[src/rtl/if_id_queue_pkg.sv]
// Shared fetch/decode pipeline definitions: datapath width, canonical NOP and
// the {pc, instr} entry carried from fetch to decode.
package if_id_queue_pkg;

    localparam int XLEN = 32;

    // addi x0, x0, 0
    localparam logic [31:0] NOP_INSTR = 32'h0000_0013;

    typedef struct packed {
        logic [XLEN-1:0] pc;
        logic [XLEN-1:0] instr;
    } if_id_entry_t;

endpackage

[src/rtl/if_id_queue_mem.sv]
// Entry storage for the fetch/decode queue: synchronous write, asynchronous
// read, synchronous reset of every entry to a fixed value.
module if_id_queue_mem #(
    parameter int             DEPTH   = 4,
    parameter int             W       = 64,
    parameter logic [W-1:0]   RST_VAL = '0,
    localparam int            AW      = $clog2(DEPTH)
) (
    input  logic          clk,
    input  logic          reset,
    input  logic          we,
    input  logic [AW-1:0] waddr,
    input  logic [W-1:0]  wdata,
    input  logic [AW-1:0] raddr,
    output logic [W-1:0]  rdata
);

    logic [W-1:0] mem [DEPTH];

    always_ff @(posedge clk) begin
        if (reset) begin
            for (int i = 0; i < DEPTH; i++) begin
                mem[i] <= RST_VAL;
            end
        end else if (we) begin
            mem[waddr] <= wdata;
        end
    end

    assign rdata = mem[raddr];

endmodule

[src/rtl/if_id_queue.sv]
// Instruction queue between fetch and decode: DEPTH-entry FIFO with a
// valid/ready handshake on both sides, flushed by a taken branch.
module if_id_queue #(
    parameter int  DEPTH = 4,
    parameter int  XLEN  = 32,
    localparam int AW    = $clog2(DEPTH)
) (
    input  logic            clk,
    input  logic            reset,
    input  logic            in_valid,
    output logic            in_ready,
    input  logic [XLEN-1:0] in_pc,
    input  logic [XLEN-1:0] in_instr,
    input  logic            flush,
    output logic            out_valid,
    input  logic            out_ready,
    output logic [XLEN-1:0] out_pc,
    output logic [XLEN-1:0] out_instr,
    output logic [AW:0]     count
);

    import if_id_queue_pkg::*;

    localparam logic [AW:0]     FULL_CNT = (AW+1)'(DEPTH);
    localparam logic [XLEN-1:0] NOP      = XLEN'(NOP_INSTR);

    logic [AW-1:0]     wr_ptr;
    logic [AW-1:0]     rd_ptr;
    logic              push;
    logic              pop;
    logic [2*XLEN-1:0] rd_entry;

    assign in_ready  = (count != FULL_CNT);
    assign out_valid = (count != '0);
    assign push      = in_valid & in_ready;
    assign pop       = out_valid & out_ready;

    // Head is gated by occupancy so stale storage never reaches decode.
    assign out_pc    = out_valid ? rd_entry[2*XLEN-1:XLEN] : '0;
    assign out_instr = out_valid ? rd_entry[XLEN-1:0]      : NOP;

    always_ff @(posedge clk) begin
        if (reset || flush) begin
            wr_ptr <= '0;
            rd_ptr <= '0;
            count  <= '0;
        end else begin
            if (push) wr_ptr <= wr_ptr + 1'b1;
            if (pop)  rd_ptr <= rd_ptr + 1'b1;
            case ({push, pop})
                2'b10:   count <= count + 1'b1;
                2'b01:   count <= count - 1'b1;
                default: count <= count;
            endcase
        end
    end

    if_id_queue_mem #(
        .DEPTH   (DEPTH),
        .W       (2*XLEN),
        .RST_VAL ({{XLEN{1'b0}}, NOP})
    ) u_mem (
        .clk   (clk),
        .reset (reset),
        .we    (push & ~flush),
        .waddr (wr_ptr),
        .wdata ({in_pc, in_instr}),
        .raddr (rd_ptr),
        .rdata (rd_entry)
    );

endmodule

[config.mk]
export PLATFORM = sky130hd
export DESIGN_NAME = if_id_queue
export DESIGN_NICKNAME = d
export VERILOG_FILES = /design/src/rtl/if_id_queue_pkg.sv /design/src/rtl/if_id_queue_mem.sv /design/src/rtl/if_id_queue.sv
export SDC_FILE = /design/constraint.sdc
export NUM_CORES = 1
export LEC_CHECK = 0
export ABC_AREA = 1
export BUFFER_PORTS_ARGS = -buffer_cell sky130_fd_sc_hd__buf_2
export CAP_MARGIN = 20
export CORE_UTILIZATION = 40
export DETAILED_ROUTE_END_ITERATION = 8
export GPL_TIMING_DRIVEN = 1
export PLACE_DENSITY_LB_ADDON = 0.08
export SKIP_LAST_GASP = 1
export SYNTH_ARGS = -nofsm -noshare
export SYNTH_HDL_FRONTEND = slang
export SYNTH_SLANG_ARGS = --single-unit
[constraint.sdc]
create_clock -name clk -period 21.6 [get_ports clk]
set_clock_uncertainty 0.05 [all_clocks]
set_input_delay 6.48 -clock clk [delete_from_list [all_inputs] [get_ports clk]]
set_output_delay 6.48 -clock clk [all_outputs]
set_load 0.02 [all_outputs]
==> metrics <==
routed wire length 31.63 mm; Worst-path clk slew 0.06 ns; Synthesized Nets 1260; Final Setup Violations 0; Post-DRT Antenna Nets 0; achievable clock frequency 101.2 MHz; Worst Path Required 15.07 ns; Syn-to-layout area delta 15.45%; outcome finished, final reports clean; Initial Util 0.4117; leak pwr 0.005515 uW; Core ar. 29950 um2; GR Layer Usage met3 0.02399; Fin. Hold Viols 0; Slew Viols, Final 0; Power per Cell Area 86.14 nW/um2; crit start category flip-flop; met1 GRT Util 0.2792; Vias 8615; routed len/inst 18.63 um; clock buffer depth 3; Vias per Instance 5.074; register area share after synthesis 0.6381; HPWL reported at the end of detailed placement 16.75 mm; IO buf count 137; Worst Tran Pin Value 1.064 ns; Nets 1355; Cell variety after synth 28; Hold Buf Count CTS 0; Seq cells post-synth 265; total track usage 0.2046; # IOs 138; GRT busiest layer met2; die area 31530 um2; vias in the first global route 8741; relative slew slack 0.2908; post-layout power 1226 uW; total grt overflow 0; layout cells sized above 1 0.2408; largest net degree at the start of global routing 89; HP Class reg2reg; DIE WIDTH 177.6 um; Tcrit/Tclk final 0.4577; clock sink total 265; synth warn 0; critical setup path kind reg2out; synthesized cell area 12330 um2; Avg Inst Size Synth 10.37 um2; Critical Path Sink Type output port; DRT iter0 DRCs 587; # diodes 0; first-pass GRT wire length 49.45 mm; Syn Inst Count 1189; clk_lat worst skew 0.54 ns; final core area utilization 0.4753; initial antenna violation count 0; Clock H-tree levels 1; Pre-antenna DRT Iters 5; CTS resizes 0; drc violations 0; # rows 63; Peak VDD IR 0.05862 mV; RSZ-0062 raised after global routing no; clk root buf clkbuf_16; max cap viols 0; Post-CTS Setup Bufs 0; Die H 177.6 um; Placer Congestion 0.7179; CP arrival 3.36 ns; dpl ws 12.15 ns; met2 GRT Util 0.3457; final worst slack 11.71 ns; CTS tree built; peak fanout along the critical path 67; Final TNS setup 0 ns; CTS buffer count 30; fin crit period 9.886 ns
==> cell families after synthesis <==
group	share of synthesized area
DFF	0.6381
buffers and inverters	0.06210
AOI/OAI and AO/OA	0.08158
and+or+nand+nor	0.2156
adders and majority gates	0.002638
==> state kept, by name (all words and copies together), names as in the netlist, named ones only <==
signal	flops
wr_ptr	2
u_mem.mem	256
rd_ptr	2
count	3
==> worst paths after layout <==
check | from | endpoint | slack [ns] | cells past startpoint
worst max-delay path | flip-flop | out_pc[31] | 11.71 | 5
worst min-delay path | rd_ptr[1]$_SDFFE_PP0P_ | flip-flop | 0.43 | 2
worst max register to register | count[0]$_SDFFE_PP0P_ | u_mem.mem[3][10]$_DFFE_PP_ | 18.53 | 7
worst min register to register | rd_ptr[1]$_SDFFE_PP0P_ | flip-flop | 0.43 | 2
==> worst max-delay path, stage by stage (launching register included) <==
cell,delay (ns)
dfxtp_4,0.65
clkinv_2,0.81
buf_4,0.63
o21ai_0,0.41
a21oi_1,0.11
buf_2,0.18
==> layer usage <==
metal	wire, um	vias to the layer above
met5	0	-
met4	606	0
met3	1170	41
met2	15200	172
met1	14650	4182
li1	-	4220
==> final cells by class <==
class	instances	area (um2)
Tap cell	390	488.0
Clock inverter	14	140.1
Inverter	84	317.8
Sequential cell	265	7879
Timing Repair Buffer	150	803.3
Fill cell	2884	15720
Multi-Input combinational cell	753	3731
Clock buffer	42	877.1
==> cell usage after synthesis, drive strengths merged <==
| cell type | count | area share |
|---|---|---|
| nand3 | 8 | 0.0037 |
| clkbuf | 28 | 0.0086 |
| a21oi | 73 | 0.030 |
| nor3 | 121 | 0.070 |
| dfxtp | 9 | 0.015 |
| nand2 | 42 | 0.014 |
| clkinv | 1 | 0.00030 |
| o21ai | 128 | 0.052 |
| inv | 83 | 0.025 |
| buf | 59 | 0.028 |
| ha | 1 | 0.0010 |
| edfxtp | 256 | 0.62 |
| fa | 1 | 0.0016 |
| nor2 | 377 | 0.13 |
| nand4 | 2 | 0.0022 |
==> through the flow <==
stage          std cells  area [um2]  hold slack [ns]
2_1_floorplan       1189       12330           0.4111
3_3_place_gp        1641       13190           0.4222
3_5_place_dp        1641       13190           0.4248
4_1_cts             1697       14210           0.4347
5_1_grt             1698       14240           0.4599
6_report            1698       14240           0.4329
==> where the power goes <==
| group | switching, uW | total, uW | internal [uW] |
|---|---|---|---|
| clock | 204 | 520 | 317 |
| sequential | 8.81 | 599 | 590 |
| combinational | 79.9 | 107 | 26.7 |
==> placed cells by master (no fill, tap or decap), types with 7 or more instances in the layout <==
cell,count
a21oi_1,73
buf_2,137
buf_4,12
clkbuf_16,31
clkinv_1,7
edfxtp_1,256
inv_1,78
nand2_1,38
nand3_1,7
nor2_1,324
nor2_2,52
nor3_1,69
nor3_2,52
o21ai_0,124
Power figures use the tool's default switching activity.
